===== config.mk =====
export PLATFORM = sky130hd
export DESIGN_NAME = fb_video_ctrl_flat
export DESIGN_NICKNAME = d
export VERILOG_FILES = /design/src/rtl/video_pkg.sv /design/src/rtl/fb_video_ctrl_if.sv /design/src/rtl/vga_timing.sv /design/src/rtl/fb_video_ctrl.sv /design/src/flat_wrapper.sv
export SDC_FILE = /design/constraint.sdc
export NUM_CORES = 1
export LEC_CHECK = 0
export BUFFER_PORTS_ARGS = -buffer_cell sky130_fd_sc_hd__buf_2
export CORE_ASPECT_RATIO = 0.9
export CORE_MARGIN = 2
export CORE_UTILIZATION = 51
export DETAILED_ROUTE_END_ITERATION = 12
export PLACE_DENSITY = 0.78
export SLEW_MARGIN = 20
export SYNTH_ARGS = -nofsm -noshare
export SYNTH_HDL_FRONTEND = slang
export SYNTH_SLANG_ARGS = --single-unit
export TNS_END_PERCENT = 50

===== constraint.sdc =====
create_clock -name CLK_50 -period 2.7 [get_ports CLK_50]
set_clock_uncertainty 0.05 [all_clocks]
set_input_delay 0.405 -clock CLK_50 [delete_from_list [all_inputs] [get_ports CLK_50]]
set_output_delay 0.405 -clock CLK_50 [all_outputs]
set_load 0.03 [all_outputs]

===== src/rtl/video_pkg.sv =====
// 640x480@60 timing constants and pixel-format selector shared by the framebuffer video slice.
package video_pkg;
    localparam int unsigned CNT_W     = 10;

    localparam int unsigned H_VISIBLE = 640;
    localparam int unsigned H_FRONT   = 16;
    localparam int unsigned H_SYNC    = 96;
    localparam int unsigned H_BACK    = 48;
    localparam int unsigned H_TOTAL   = H_VISIBLE + H_FRONT + H_SYNC + H_BACK;

    localparam int unsigned V_VISIBLE = 480;
    localparam int unsigned V_FRONT   = 10;
    localparam int unsigned V_SYNC    = 2;
    localparam int unsigned V_BACK    = 33;
    localparam int unsigned V_TOTAL   = V_VISIBLE + V_FRONT + V_SYNC + V_BACK;

    localparam int unsigned HS_START  = H_VISIBLE + H_FRONT;
    localparam int unsigned HS_END    = HS_START + H_SYNC;
    localparam int unsigned VS_START  = V_VISIBLE + V_FRONT;
    localparam int unsigned VS_END    = VS_START + V_SYNC;

    typedef enum logic {
        MODE_MONO   = 1'b0,
        MODE_RGB332 = 1'b1
    } mode_e;
endpackage


===== src/rtl/fb_video_ctrl_if.sv =====
// CPU-side RAM access bus: requester drives req/we/addr/wdata, controller returns ack/rvalid/rdata.
interface fb_video_ctrl_if #(
    parameter int unsigned ADDR_W    = 15,
    parameter int unsigned RAM_WIDTH = 16
) ();
    logic                 cpu_req;
    logic                 cpu_we;
    logic [ADDR_W-1:0]    cpu_addr;
    logic [RAM_WIDTH-1:0] cpu_wdata;
    logic                 cpu_ack;
    logic                 cpu_rvalid;
    logic [RAM_WIDTH-1:0] cpu_rdata;

    modport master (
        output cpu_req, cpu_we, cpu_addr, cpu_wdata,
        input  cpu_ack, cpu_rvalid, cpu_rdata
    );

    modport slave (
        input  cpu_req, cpu_we, cpu_addr, cpu_wdata,
        output cpu_ack, cpu_rvalid, cpu_rdata
    );
endinterface


===== src/rtl/vga_timing.sv =====
// Half-rate pixel tick, 800x525 raster counters and the undelayed sync/blanking strobes.
module vga_timing
    import video_pkg::*;
(
    input  logic             clk,
    input  logic             rst,
    output logic             tick,
    output logic [CNT_W-1:0] x,
    output logic [CNT_W-1:0] y,
    output logic             hs_raw,
    output logic             vs_raw,
    output logic             visible,
    output logic             vblank,
    output logic             frame_start
);
    logic x_last;
    logic y_last;

    always_comb begin
        x_last      = (x == CNT_W'(H_TOTAL - 1));
        y_last      = (y == CNT_W'(V_TOTAL - 1));
        hs_raw      = !((x >= CNT_W'(HS_START)) && (x < CNT_W'(HS_END)));
        vs_raw      = !((y >= CNT_W'(VS_START)) && (y < CNT_W'(VS_END)));
        visible     = (x < CNT_W'(H_VISIBLE)) && (y < CNT_W'(V_VISIBLE));
        vblank      = (y >= CNT_W'(V_VISIBLE));
        frame_start = tick && x_last && y_last;
    end

    always_ff @(posedge clk) begin
        if (rst) begin
            tick <= 1'b0;
            x    <= '0;
            y    <= '0;
        end else begin
            tick <= ~tick;
            if (tick) begin
                if (x_last) begin
                    x <= '0;
                    y <= y_last ? '0 : y + 1'b1;
                end else begin
                    x <= x + 1'b1;
                end
            end
        end
    end
endmodule


===== src/rtl/fb_video_ctrl.sv =====
// Framebuffer scan-out: display fetch owns the RAM on tick=1, the CPU may borrow it on tick=0.
module fb_video_ctrl
    import video_pkg::*;
#(
    parameter int unsigned RAM_WIDTH               = 16,
    parameter int unsigned ADDR_W                  = 15,
    parameter int unsigned RAM_SCREEN_OFFSET       = 16384,
    parameter int unsigned BITS_PER_MEMORY_PIXEL_X = 5,
    parameter int unsigned BITS_PER_MEMORY_PIXEL_Y = 5,
    parameter logic [7:0]  FG_COLOR                = 8'hFF,
    parameter logic [7:0]  BG_COLOR                = 8'h00
) (
    input  logic                 CLK_50,
    input  logic                 RESET,
    input  logic                 mode,
    fb_video_ctrl_if.slave       cpu,
    output logic [ADDR_W-1:0]    ram_addr,
    output logic                 ram_we,
    output logic [RAM_WIDTH-1:0] ram_wdata,
    input  logic [RAM_WIDTH-1:0] ram_rdata,
    output logic [2:0]           RED,
    output logic [2:0]           GREEN,
    output logic [1:0]           BLUE,
    output logic                 h_sync,
    output logic                 v_sync,
    output logic                 frame_start,
    output logic                 vblank
);
    localparam int unsigned MemCols = H_VISIBLE >> BITS_PER_MEMORY_PIXEL_X;
    localparam int unsigned PpwRgb  = RAM_WIDTH / 8;
    localparam int unsigned SelW    = $clog2(RAM_WIDTH);

    logic             tick;
    logic [CNT_W-1:0] x;
    logic [CNT_W-1:0] y;
    logic             hs_raw;
    logic             vs_raw;
    logic             visible;

    mode_e            mode_q;
    logic [31:0]      lin;
    logic [31:0]      word_idx;
    logic [SelW-1:0]  bit_off;
    logic             grant;
    logic             rvalid_q;
    logic [7:0]       pix;

    // Fetch-stage metadata, carried across the RAM read latency.
    logic             s1_vis;
    logic             s1_hs;
    logic             s1_vs;
    logic [SelW-1:0]  s1_off;
    mode_e            s1_mode;

    vga_timing u_timing (
        .clk         (CLK_50),
        .rst         (RESET),
        .tick        (tick),
        .x           (x),
        .y           (y),
        .hs_raw      (hs_raw),
        .vs_raw      (vs_raw),
        .visible     (visible),
        .vblank      (vblank),
        .frame_start (frame_start)
    );

    always_comb begin
        lin = ((32'(y) >> BITS_PER_MEMORY_PIXEL_Y) * MemCols)
            + (32'(x) >> BITS_PER_MEMORY_PIXEL_X);
        if (mode_q == MODE_RGB332) begin
            word_idx = lin / PpwRgb;
            bit_off  = SelW'((lin % PpwRgb) * 8);
        end else begin
            word_idx = lin / RAM_WIDTH;
            bit_off  = SelW'(lin % RAM_WIDTH);
        end

        grant     = !RESET && !tick && cpu.cpu_req;
        ram_addr  = grant ? cpu.cpu_addr : ADDR_W'(RAM_SCREEN_OFFSET + word_idx);
        ram_we    = grant && cpu.cpu_we;
        ram_wdata = grant ? cpu.cpu_wdata : '0;

        if (!s1_vis) begin
            pix = 8'h00;
        end else if (s1_mode == MODE_RGB332) begin
            pix = 8'(ram_rdata >> s1_off);
        end else begin
            pix = ram_rdata[s1_off] ? FG_COLOR : BG_COLOR;
        end
    end

    assign cpu.cpu_ack    = grant;
    assign cpu.cpu_rvalid = rvalid_q;
    assign cpu.cpu_rdata  = ram_rdata;

    always_ff @(posedge CLK_50) begin
        if (RESET) begin
            mode_q   <= MODE_MONO;
            rvalid_q <= 1'b0;
            s1_vis   <= 1'b0;
            s1_hs    <= 1'b1;
            s1_vs    <= 1'b1;
            s1_off   <= '0;
            s1_mode  <= MODE_MONO;
            RED      <= '0;
            GREEN    <= '0;
            BLUE     <= '0;
            h_sync   <= 1'b1;
            v_sync   <= 1'b1;
        end else begin
            rvalid_q <= grant && !cpu.cpu_we;
            if (frame_start) begin
                mode_q <= mode_e'(mode);
            end
            if (tick) begin
                s1_vis  <= visible;
                s1_hs   <= hs_raw;
                s1_vs   <= vs_raw;
                s1_off  <= bit_off;
                s1_mode <= mode_q;
            end else begin
                RED    <= pix[7:5];
                GREEN  <= pix[4:2];
                BLUE   <= pix[1:0];
                h_sync <= s1_hs;
                v_sync <= s1_vs;
            end
        end
    end
endmodule


===== src/flat_wrapper.sv =====
// flat-port wrapper written by rule: the top's interface ports become plain ports
module fb_video_ctrl_flat import video_pkg::*;
#(
    parameter int unsigned RAM_WIDTH               = 16,
    parameter int unsigned ADDR_W                  = 15,
    parameter int unsigned RAM_SCREEN_OFFSET       = 16384,
    parameter int unsigned BITS_PER_MEMORY_PIXEL_X = 5,
    parameter int unsigned BITS_PER_MEMORY_PIXEL_Y = 5,
    parameter logic [7:0]  FG_COLOR                = 8'hFF,
    parameter logic [7:0]  BG_COLOR                = 8'h00
)
  (CLK_50, RESET, mode, ram_addr, ram_we, ram_wdata, ram_rdata, RED, GREEN, BLUE, h_sync, v_sync, frame_start, vblank, cpu_cpu_req, cpu_cpu_we, cpu_cpu_addr, cpu_cpu_wdata, cpu_cpu_ack, cpu_cpu_rvalid, cpu_cpu_rdata);
  fb_video_ctrl_if #(.ADDR_W(ADDR_W), .RAM_WIDTH(RAM_WIDTH)) cpu_i ();
  input  logic CLK_50;
  input  logic RESET;
  input  logic mode;
  output logic [ADDR_W-1:0] ram_addr;
  output logic ram_we;
  output logic [RAM_WIDTH-1:0] ram_wdata;
  input  logic [RAM_WIDTH-1:0] ram_rdata;
  output logic [2:0] RED;
  output logic [2:0] GREEN;
  output logic [1:0] BLUE;
  output logic h_sync;
  output logic v_sync;
  output logic frame_start;
  output logic vblank;
  input wire logic [$bits(cpu_i.cpu_req)-1:0] cpu_cpu_req;
  input wire logic [$bits(cpu_i.cpu_we)-1:0] cpu_cpu_we;
  input wire logic [$bits(cpu_i.cpu_addr)-1:0] cpu_cpu_addr;
  input wire logic [$bits(cpu_i.cpu_wdata)-1:0] cpu_cpu_wdata;
  output wire logic [$bits(cpu_i.cpu_ack)-1:0] cpu_cpu_ack;
  output wire logic [$bits(cpu_i.cpu_rvalid)-1:0] cpu_cpu_rvalid;
  output wire logic [$bits(cpu_i.cpu_rdata)-1:0] cpu_cpu_rdata;
  assign cpu_i.cpu_req = cpu_cpu_req;
  assign cpu_i.cpu_we = cpu_cpu_we;
  assign cpu_i.cpu_addr = cpu_cpu_addr;
  assign cpu_i.cpu_wdata = cpu_cpu_wdata;
  assign cpu_cpu_ack = cpu_i.cpu_ack;
  assign cpu_cpu_rvalid = cpu_i.cpu_rvalid;
  assign cpu_cpu_rdata = cpu_i.cpu_rdata;
  fb_video_ctrl #(.RAM_WIDTH(RAM_WIDTH), .ADDR_W(ADDR_W), .RAM_SCREEN_OFFSET(RAM_SCREEN_OFFSET), .BITS_PER_MEMORY_PIXEL_X(BITS_PER_MEMORY_PIXEL_X), .BITS_PER_MEMORY_PIXEL_Y(BITS_PER_MEMORY_PIXEL_Y), .FG_COLOR(FG_COLOR), .BG_COLOR(BG_COLOR)) u_core (.CLK_50(CLK_50), .RESET(RESET), .mode(mode), .cpu(cpu_i), .ram_addr(ram_addr), .ram_we(ram_we), .ram_wdata(ram_wdata), .ram_rdata(ram_rdata), .RED(RED), .GREEN(GREEN), .BLUE(BLUE), .h_sync(h_sync), .v_sync(v_sync), .frame_start(frame_start), .vblank(vblank));
endmodule

==> key figures, run 1 <==
Pwr
  – Switching share of power: 31.1%
  – Share of power burned in registers: 47.5%
  – Pwr dens: 329 nW/um^2
  – Clock power frac: 31.5%
  – Leak: 0.00187 uW
  – Worst VDD drop: 0.000215 V
  – Logic pwr share: 21.0%
  – Int Pwr: 902 uW
  – Sw Pwr: 407 uW

Final layout
  – FF+latch area: 828 sq um
  – Multi-input logic area: 2200 sq um
  – Diodes inserted: 0
  – # nets final: 531
  – Area growth syn-to-layout: 24.9%
  – Final Util: 65.5%
  – Filler cells: 490
  – Finished Cell Area: 3980 sq um
  – Layout cells sized above 1: 40.7%

CTS
  – CTS buffer count: 5
  – Clk_lat worst skew: 0.30 ns
  – Hold Buf Count CTS: 0
  – CTS tree: yes
  – Clock slew at reported path FFs: 0.08 ns
  – CTS sink count: 41
  – CTS H-Tree Depth: 2
  – Maximum buffer depth of the clock tree: 2
  – Clk root buf: clkbuf_8

Drt
  – DRC viols: 0
  – Drt wl/cell: 15.9 microns
  – Initial DRT Pass Iterations: 5
  – Antenna viol nets, final: 0
  – DR vias/cell: 5.76
  – DRT Wirelength: 8.54 mm
  – Via count: 3086
  – DR iter-0 viols: 285

Floorplan
  – Initial core utilization: 52.4%
  – Core area: 6080 sq um
  – Top Ports: 114
  – Die width: 87.3 microns
  – Row count: 27
  – Die Ht: 79.0 microns
  – Die area: 6900 sq um

Global route
  – Overall routing resource usage: 23.1%
  – First-pass GRT wire length: 12.8 mm
  – Initial antenna violation count: 0
  – Pin count of the biggest net entering global routing: 24
  – Via count of the first global-routing pass: 2727
  – GRT overflow: 0

Yosys
  – Count of cell types in the netlist: 55
  – Top_reg_cell synth: dfxtp_1
  – Synthesis warning total: 0
  – Asr flop ratio synth: 0%
  – Post-synth top area cell: dfxtp_1
  – Top post-synthesis cells by area: dfxtp_1 26%, mux4_2 8.5%, ha_1 5.5%
  – Synthesized netlist cell count: 367
  – Syn avg cell area: 8.68 sq um
  – Top-area cell type share of the netlist area: 25.8%
  – Syn_nets: 435
  – EDFF count, synth: 0
  – Cell area after synthesis: 3190 sq um
  – Post-synthesis sequential area ratio: 25.8%
  – #FFs+latches synth: 41

Placement
  – Final Wtd Congestion: 0.827
  – Pre-CTS WS: -0.0494 ns
  – Placed cell areas: 3730 sq um
  – DP HPWL: 6.18 mm
  – I/O Buffers: 113

Timing
  – F_max: 345 MHz
  – Worst-Margin Slew: 0.687 ns
  – RSZ-0062 raised after global routing: true
  – Setup violations, final: 8
  – Crit path time final: 2.90 ns
  – Final period utilization: 107%
  – Hold WS: 0.216 ns
  – Final Hold Vio Count: 0
  – Final slew viol count: 0
  – Worst rel slew slack: 54.1%
  – Setup TNS: -0.954 ns
  – Worst setup slack after layout: -0.196 ns

Setup path
  – CP endpoint kind: primary output
  – Crit path required time: 2.25 ns
  – Startpoint types: flip-flop
  – CP Max Fanout: 3
  – CP arrival: 2.44 ns
  – Critical path type: reg2out

Min path
  – Worst Hold Class: in2reg

Outcome
  – Status: complete, but fails checks
  – Violated checks: setup timing

Run
  – Max Cap Viol: 0
[sequential cells by signal, indices dropped and copies added (netlist names)]
signal	count
u_core.BLUE	2
u_core.GREEN	3
u_core.RED	3
u_core.cpu.cpu_rvalid	1
u_core.h_sync	1
u_core.mode_q	1
u_core.s1_hs	1
u_core.s1_mode	1
u_core.s1_off	4
u_core.s1_vis	1
u_core.s1_vs	1
u_core.u_timing.tick	1
u_core.u_timing.x	10
u_core.u_timing.y	10
u_core.v_sync	1
[worst paths after layout]
path	start	end	slack, ns	depth (start not counted)
worst max-delay path	u_core.u_timing.y[6]	ram_addr[8]	-0.20	8
worst min-delay path	cpu_cpu_we	u_core.cpu.cpu_rvalid	0.22	2
worst max register to register	u_core.s1_off[1]	u_core.GREEN[2]	0.46	5
worst min register to register	u_core.BLUE[0]	u_core.BLUE[0]	0.41	2
[stage by stage]
step / power (uW) / std cells
after floorplan: 821 / 367
after global placement: 902 / 526
after detailed placement: 907 / 526
after CTS: 1320 / 536
after global routing: 1370 / 536
final: 1310 / 536
[worst max-delay path: stages (launching register included)]
cell and delay (ns):
dfxtp_2 0.34, ha_4 0.24, ha_4 0.16, fa_2 0.58, nand2_2 0.09, nor2_4 0.18, nand3_2 0.12, a31oi_1 0.22
buf_4 0.20
[routing by layer]
layer	routed length, microns	GRT usage (%)	vias up
met5	0	0	-
li1	-	-	1483
met1	3600	28.5	1454
met2	4200	40.9	132
met4	195	7.54	0
met3	538	3.64	17
[repair_timing]
| item | in CTS | in global routing |
|---|---|---|
| setup endpoints to repair | 7 | 9 |
| setup buffers | 2 | 0 |
| pin swaps | 4 | 7 |
| gates resized for setup | 21 | 14 |
[layout by cell type, fill, tap and decap left out, types with 3 or more instances in the layout]
| master | count |
|---|---|
| a211o_1 | 4 |
| a211oi_1 | 3 |
| a21o_1 | 3 |
| a21oi_1 | 8 |
| a21oi_2 | 3 |
| a31oi_1 | 3 |
| and3_1 | 27 |
| and4_1 | 3 |
| buf_2 | 106 |
| buf_4 | 24 |
| clkbuf_8 | 5 |
| dfxtp_1 | 37 |
| dfxtp_2 | 3 |
| ha_1 | 9 |
| ha_4 | 4 |
| inv_1 | 10 |
| mux2i_1 | 10 |
| mux4_2 | 12 |
| nand2_1 | 29 |
| nand2b_1 | 6 |
| nand3_1 | 7 |
| nand3_2 | 3 |
| nand4_1 | 8 |
| nor2_1 | 35 |
| nor2b_1 | 11 |
| nor3_1 | 4 |
| o211ai_2 | 3 |
| o21ai_0 | 10 |
| o21ai_1 | 3 |
| or3_1 | 3 |
| xnor2_1 | 11 |
| xor2_1 | 10 |
[layout make-up]
| class | instances | area share, % |
|---|---|---|
| Inverter | 10 | 0.943 |
| Tap cell | 72 | 2.26 |
| Clock inverter | 3 | 0.534 |
| Sequential cell | 41 | 20.8 |
| Multi-Input combinational cell | 273 | 55.3 |
| Clock buffer | 5 | 1.73 |
| Timing Repair Buffer | 132 | 18.4 |
[synthesized netlist by cell type, types with 8 or more instances]
master     n
nor2_1    36
dfxtp_1   41
clkbuf_1  15
nand3_1    8
inv_1     10
xnor2_1   13
a21oi_1   11
o21ai_0   12
nor2b_1   12
xor2_1    11
and3_1    27
mux4_2    12
nand4_1    8
ha_1      14
mux2i_1   10
nand2_1   30
buf_4     17
[kinds of logic after synthesis]
kind of cell,count (synthesis),share of synthesized area (%)
XOR/XNOR,25,7.34
AND/OR/NAND/NOR,151,25.8
buffers and inverters,53,8.95
AO/OA/AOI/OAI,55,11.9
adder cells (fa/ha/maj),16,6.75
multiplexers,26,13.5
flip-flops,41,25.8
[power by group through the flow]
stage / registers [uW] / clock network, uW / logic [uW]
after CTS: 623 / 421 / 274
after floorplan: 647 / 0 / 174
final: 622 / 412 / 275
after global placement: 637 / 0 / 265
after detailed placement: 637 / 0 / 270
after global routing: 623 / 449 / 294
(Power assumes the default switching activity.)
==> run 2, diff against run 1 <==
--- a/config.mk
+++ b/config.mk
@@ -10,9 +10,10 @@
 export CORE_MARGIN = 2
 export CORE_UTILIZATION = 51
 export DETAILED_ROUTE_END_ITERATION = 12
-export PLACE_DENSITY = 0.78
+export PLACE_DENSITY = 0.77
 export SLEW_MARGIN = 20
 export SYNTH_ARGS = -nofsm -noshare
 export SYNTH_HDL_FRONTEND = slang
+export SYNTH_HIERARCHICAL = 1
 export SYNTH_SLANG_ARGS = --single-unit
 export TNS_END_PERCENT = 50
==> key figures, run 2 <==
CTS
  – CTS tree: yes
  – Clk_lat worst skew: 0.29 ns (about the same)
  – Maximum buffer depth of the clock tree: 2 (unchanged)
  – CTS sink count: 41 (unchanged)
  – CTS buffer count: 5 (unchanged)
  – Clock slew at reported path FFs: 0.08 ns (about the same)
  – CTS H-Tree Depth: 2 (unchanged)
  – Clk root buf: clkbuf_8

Timing
  – Worst-Margin Slew: 0.736 ns (+0.0490 ns)
  – Final slew viol count: 0 (unchanged)
  – Worst setup slack after layout: -0.135 ns (+0.0611 ns)
  – Final Hold Vio Count: 0 (unchanged)
  – Setup violations, final: 6 (-2)
  – Crit path time final: 2.83 ns (-0.0611 ns)
  – RSZ-0062 raised after global routing: true
  – Final period utilization: 105% (-2.3 points)
  – Worst rel slew slack: 50.9% (-3.3 points)
  – F_max: 353 MHz (+2.2%)

Placement
  – I/O Buffers: 113 (unchanged)
  – Pre-CTS WS: 0.0118 ns (+0.0611 ns)
  – DP HPWL: 6.44 mm (+4.2%)
  – Final Wtd Congestion: 0.924 (+12%)

Drt
  – Antenna viol nets, final: 0 (unchanged)
  – DR iter-0 viols: 217 (-24%)
  – DRC viols: 0 (unchanged)
  – Drt wl/cell: 14.6 microns (-8.3%)
  – Via count: 3232 (+4.7%)
  – DR vias/cell: 5.50 (-4.5%)
  – DRT Wirelength: 8.59 mm (+0.59%)
  – Initial DRT Pass Iterations: 5 (unchanged)

Outcome
  – Violated checks: setup timing
  – Status: complete, but fails checks

Setup path
  – Slowest-stage cell, CP: fa_2
  – CP Max Fanout: 3 (unchanged)
  – Startpoint types: flip-flop
  – CP delay by family, top: adder cells
  – Reg-to-reg endpoint: u_core/GREEN[2]
  – Crit path required time: 2.25 ns (about the same)
  – Flop2flop setup slack: 0.41 ns (-0.05 ns)
  – CP endpoint kind: primary output
  – R2r startpoint: u_core/s1_off[1]
  – CP Cell Sequence: ha_4 > ha_4 > fa_2 > xor2_2 > o2111ai_2 > xor3_1 > mux2i_1 > a21oi_2 > buf_6
  – Most used cell, CP: ha_4
  – Worst r2r path cells: 5 (unchanged)
  – CP arrival: 2.38 ns (-0.06 ns)
  – Critical path type: reg2out
  – CP bufs+invs: 1 (unchanged)
  – CP max stage delay: 0.37 ns (-0.21 ns)

Floorplan
  – Top Ports: 114 (unchanged)
  – Die area: 7140 sq um (+3.5%)
  – Initial core utilization: 53.4% (+1.0 points)
  – Row count: 27 (unchanged)
  – Die width: 88.8 microns (+1.7%)
  – Die Ht: 80.4 microns (+1.7%)
  – Core area: 6180 sq um (+1.7%)

Yosys
  – Asr flop ratio synth: 0% (unchanged)
  – Commonest cells post-synth: 41 x dfxtp_1, 39 x nand2_1, 31 x nor2_1
  – Syn_nets: 467 (+7.4%)
  – Top-area cell type share of the netlist area: 24.8% (-0.91 points)
  – Syn avg cell area: 8.28 sq um (-4.7%)
  – Post-synth top area cell: dfxtp_1
  – EDFF count, synth: 0 (unchanged)
  – Most frequent cell after synthesis: dfxtp_1
  – Top_reg_cell synth: dfxtp_1
  – Synthesized netlist cell count: 399 (+8.7%)
  – Post-synthesis sequential area ratio: 24.8% (-0.91 points)
  – #FFs+latches synth: 41 (unchanged)
  – Synthesis warning total: 6 (+6)
  – Cell area after synthesis: 3300 sq um (+3.7%)
  – Top post-synthesis cells by area: dfxtp_1 25%, mux2i_1 5.8%, ha_1 5.3%
  – Count of cell types in the netlist: 63 (+15%)

Final layout
  – # nets final: 568 (+7.0%)
  – Commonest non-fill, non-tap cell in the layout: buf_2
  – Area growth syn-to-layout: 27.0%
  – Diodes inserted: 0 (unchanged)
  – Most frequent cells in the layout: 104 x buf_2, 38 x dfxtp_1, 38 x nand2_1
  – Final Util: 67.8% (+2.4 points)
  – Layout cells sized above 1: 36.7% (-4.0 points)
  – Largest regs: u_core/u_timing/x x10, u_core/u_timing/y x10, u_core/s1_off x4

Global route
  – GRT overflow: 0 (unchanged)
  – Via count of the first global-routing pass: 2934 (+7.6%)
  – Pin count of the biggest net entering global routing: 29 (+21%)
  – Initial antenna violation count: 0 (unchanged)
  – Overall routing resource usage: 23.6% (+0.50 points)
  – First-pass GRT wire length: 13.5 mm (+5.5%)

Pwr
  – Pwr dens: 355 nW/um^2 (+8.0%)
  – Worst VDD drop: 0.000335 V (+56%)
  – Switching share of power: 26.6% (-4.5 points)
  – Clock power frac: 38.4% (+6.9 points)
  – Int Pwr: 1090 uW (+21%)
  – Leak: 0.00192 uW (+2.7%)
  – Sw Pwr: 396 uW (-2.6%)
  – Logic pwr share: 19.3% (-1.7 points)
  – Share of power burned in registers: 42.3% (-5.2 points)

Min path
  – Worst Hold Class: in2reg
  – Cell depth of the worst min-delay path: 2 (unchanged)
  – Worst min-delay path endpoint: u_core/cpu.cpu_rvalid
  – Hold_sp: cpu_cpu_we

Run
  – Max Cap Viol: 0 (unchanged)
-- run 2: cell count changes in the layout (fill, tap and decap cells not counted), sizes merged, moves of 6 or more --
cell / change
a21oi: +12
nor3: +6
mux2i: +8
mux2: +8
mux4: -6
nor2b: -10
nand2: +9
-- run 2: repair_timing --
item,CTS,global route
setup buffers,2,1
pin swaps,4,6
resized for setup,19,17
endpoints found under the setup margin,7,9
hold buffers,0,0
-- run 2: metrics by stage --
stage / total power (uW) / cell area, sq um / TNS (ns) / hold slack (ns) / instances
4_1_cts: 1500 / 4120 / -0.263 / 0.233 / 587
3_5_place_dp: 924 / 3890 / 0 / 0.400 / 577
2_1_floorplan: 834 / 3320 / -0.116 / 0.379 / 399
3_3_place_gp: 920 / 3890 / 0 / 0.385 / 577
6_report: 1490 / 4190 / -0.474 / 0.234 / 588
5_1_grt: 1550 / 4190 / -1.15 / 0.228 / 588
-- run 2: cell type report --
class / count / area [sq um]
well taps: 87 / 109
repair buffers: 135 / 764
clock buffers: 5 / 68.8
clock inverters: 3 / 65.1
flip-flops and latches: 41 / 825
fillers: 508 / 1990
inverters: 15 / 56.3
multi-input cells: 302 / 2310
-- run 2: power by group through the flow --
stage / clock network [uW] / registers, uW / logic, uW
after CTS: 586 / 630 / 284
after global routing: 610 / 632 / 310
after global placement: 0 / 644 / 276
final: 572 / 630 / 287
after floorplan: 0 / 655 / 179
after detailed placement: 0 / 644 / 280
-- run 2: logic make-up (layout without fill, tap and decap cells) --
group	after synthesis	in the layout	synth area share (%)
AND/OR/NAND/NOR	158	158	25.5
AO/OA/AOI/OAI	75	75	15.1
buffers and inverters	56	158	9.20
flip-flops	41	41	24.8
multiplexers	36	36	13.9
XOR/XNOR	17	17	4.96
adder cells (fa/ha/maj)	16	16	6.52
-- run 2: worst max-delay path by stage --
stage	start	endpoint	slack, ns	cells after the start
after global placement	u_core/u_timing/y[6]	ram_addr[4]	0.05	9
after CTS	u_core/u_timing/y[6]	ram_addr[4]	-0.11	8
after detailed placement	u_core/u_timing/y[6]	ram_addr[4]	0.01	9
after floorplan	u_core/u_timing/y[6]	ram_addr[6]	-0.09	7
final	u_core/u_timing/y[6]	ram_addr[4]	-0.13	9
after global routing	u_core/u_timing/y[6]	ram_addr[4]	-0.26	9
-- run 2: layer usage --
layer  track usage [%]  vias up  part of all wire, %
li1                  -     1632                    -
met1              30.8     1469                   44
met2              40.4      116                   46
met3              3.80       15                  7.8
met4              6.06        0                  1.5
met5                 0        -                    0
-- run 2: worst register-to-register path, stage by stage (launching register included) --
cell	delay, ns
dfxtp_1	0.66
buf_4	0.26
mux2_1	0.34
mux4_2	0.48
a222oi_1	0.30
nand2b_1	0.09
==> run 3, diff against run 2 <==
--- a/config.mk
+++ b/config.mk
@@ -11,6 +11,7 @@
 export CORE_UTILIZATION = 51
 export DETAILED_ROUTE_END_ITERATION = 12
 export PLACE_DENSITY = 0.77
+export REMOVE_ABC_BUFFERS = 1
 export SLEW_MARGIN = 20
 export SYNTH_ARGS = -nofsm -noshare
 export SYNTH_HDL_FRONTEND = slang
==> key figures, run 3 (synthesized netlist as in run 2, its figures left out) <==
Outcome
  – Status: complete, but fails checks
  – Violated checks: setup timing

Final layout
  – Layout cells sized above 1: 37.0% (+0.25 points)
  – Diodes inserted: 0 (unchanged)
  – Area growth syn-to-layout: 26.5%
  – Multi-input logic area: 2300 sq um (-0.27%)
  – Non-filler cells, final: 590 (+0.34%)
  – FF+latch area: 826 sq um (+0.15%)
  – # nets final: 571 (+0.53%)
  – Filler cells: 528 (+3.9%)
  – Commonest non-fill, non-tap cell in the layout: buf_2
  – Largest regs: u_core/u_timing/x x10, u_core/u_timing/y x10, u_core/s1_off x4
  – Most frequent cells in the layout: 105 x buf_2, 39 x nand2_1, 37 x dfxtp_1

Timing
  – F_max: 341 MHz (-3.4%)
  – Setup violations, final: 9 (+3)
  – Final period utilization: 109% (+3.7 points)
  – Worst setup slack after layout: -0.234 ns (-0.0995 ns)
  – Worst rel slew slack: 58.6% (+7.8 points)
  – RSZ-0062 raised after global routing: true
  – Crit path time final: 2.93 ns (+0.0995 ns)
  – Final Hold Vio Count: 0 (unchanged)
  – Worst-Margin Slew: 0.620 ns (-0.116 ns)
  – Final slew viol count: 0 (unchanged)
  – Setup TNS: -0.979 ns (-0.505 ns)

Pwr
  – Sw Pwr: 399 uW (+0.66%)
  – Clock power frac: 34.4% (-4.0 points)
  – Leak: 0.00190 uW (-0.94%)
  – Logic pwr share: 20.4% (+1.1 points)
  – Worst VDD drop: 0.000236 V (-30%)
  – Int Pwr: 993 uW (-9.1%)
  – Pwr dens: 333 nW/um^2 (-6.2%)
  – Switching share of power: 28.6% (+2.0 points)
  – Share of power burned in registers: 45.3% (+3.0 points)

Drt
  – Antenna viol nets, final: 0 (unchanged)
  – DR iter-0 viols: 251 (+16%)
  – Initial DRT Pass Iterations: 6 (+1)
  – DRT Wirelength: 8.83 mm (+2.8%)
  – DRC viols: 0 (unchanged)
  – Via count: 3387 (+4.8%)
  – DR vias/cell: 5.74 (+4.4%)
  – Drt wl/cell: 15.0 microns (+2.5%)

CTS
  – Clk_lat worst skew: 0.30 ns (about the same)
  – Clock slew at reported path FFs: 0.08 ns (about the same)
  – CTS H-Tree Depth: 2 (unchanged)
  – CTS buffer count: 5 (unchanged)
  – Clk root buf: clkbuf_8
  – Maximum buffer depth of the clock tree: 2 (unchanged)
  – CTS tree: yes
  – CTS sink count: 41 (unchanged)

Setup path
  – CP endpoint kind: primary output
  – Startpoint types: flip-flop
  – Most used cell, CP: buf_4
  – Critical path type: reg2out
  – CP Max Fanout: 2 (-1)
  – Flop2flop setup slack: 0.38 ns (-0.03 ns)
  – Slowest-stage cell, CP: xor3_1
  – CP Cell Sequence: ha_4 > ha_4 > buf_4 > buf_4 > a21o_1 > a21oi_2 > xor3_1 > mux2i_1 > a21oi_1 > buf_4
  – CP max stage delay: 0.39 ns (+0.02 ns)
  – CP arrival: 2.48 ns (+0.10 ns)
  – Crit path required time: 2.25 ns (about the same)

Floorplan
  – Initial core utilization: 53.4% (unchanged)
  – Die Ht: 80.4 microns (unchanged)
  – Die area: 7140 sq um (unchanged)
  – Core area: 6180 sq um (unchanged)
  – Top Ports: 114 (unchanged)
  – Die width: 88.8 microns (unchanged)
  – Row count: 27 (unchanged)

Run
  – Max Cap Viol: 0 (unchanged)

Global route
  – Via count of the first global-routing pass: 3014 (+2.7%)
  – Pin count of the biggest net entering global routing: 29 (unchanged)
  – GRT overflow: 0 (unchanged)
  – First-pass GRT wire length: 13.9 mm (+2.3%)
  – Overall routing resource usage: 24.6% (+0.92 points)
  – Initial antenna violation count: 0 (unchanged)

Placement
  – Post-Place Cells: 578 (+0.17%)
  – Final Wtd Congestion: 0.864 (-6.5%)
  – Pre-CTS WS: -0.0630 ns (-0.0747 ns)
  – DP HPWL: 6.45 mm (+0.21%)
  – I/O Buffers: 113 (unchanged)

Min path
  – Worst Hold Class: in2reg
==> run 3: repair_timing <==
action | in CTS | in global routing
pin swaps | 7 | 10
endpoints found under the hold margin | 0 | 0
setup buffers | 3 | 2
gates cloned | 0 | 0
setup endpoints to repair | 7 | 9
resized for setup | 20 | 21
hold buffers | 0 | 0
==> run 3: critical path, delay by kind of cell, from the launching register on <==
kind | cells | cell delay, ns
buffers and inverters | 3 | 0.43
XOR/XNOR | 1 | 0.39
AO/OA/AOI/OAI | 3 | 0.49
multiplexers | 1 | 0.14
adder cells (fa/ha/maj) | 2 | 0.40
flip-flops | 1 | 0.34
==> run 3: area by class of cell <==
| class | instances | share of cell area, % |
|---|---|---|
| Clock buffer | 5 | 1.65 |
| Clock inverter | 2 | 0.838 |
| Inverter | 15 | 1.35 |
| Multi-Input combinational cell | 302 | 55.0 |
| Sequential cell | 41 | 19.8 |
| Tap cell | 87 | 2.60 |
| Timing Repair Buffer | 138 | 18.8 |
==> run 3: worst paths after layout <==
kind,startpoint,end,depth (start not counted)
max,u_core/u_timing/y[8],ram_addr[4],10
min,cpu_cpu_we,u_core/cpu.cpu_rvalid,2
max reg2reg,u_core/s1_off[1],u_core/BLUE[1],5
min reg2reg,u_core/s1_hs,u_core/s1_hs,2
==> run 3: per-stage QoR <==
stage               hold slack [ns]  power (uW)  instance area (sq um)  utilization, %
floorplan                     0.370         779                   3060               -
global route                  0.215        1460                   4180            67.6
global placement              0.387         917                   3880            62.8
finish                        0.212        1390                   4180            67.6
detailed placement            0.391         922                   3880            62.8
CTS                           0.212        1400                   4090            66.1
==> run 3: power by group through the flow <==
stage	Clock (uW)	Sequential, uW	Combinational (uW)
6_report	478	631	284
5_1_grt	515	633	309
4_1_cts	488	630	281
3_5_place_dp	0	645	277
3_3_place_gp	0	644	273
2_1_floorplan	0	660	119
==> run 3: layer usage <==
metal | vias to the layer above | share of wire, % | GRT usage (%)
met5 | - | 0 | 0
met4 | 0 | 2.4 | 8.64
met3 | 23 | 7.3 | 4.83
met2 | 144 | 48 | 41.4
met1 | 1584 | 43 | 30.9
li1 | 1636 | - | -
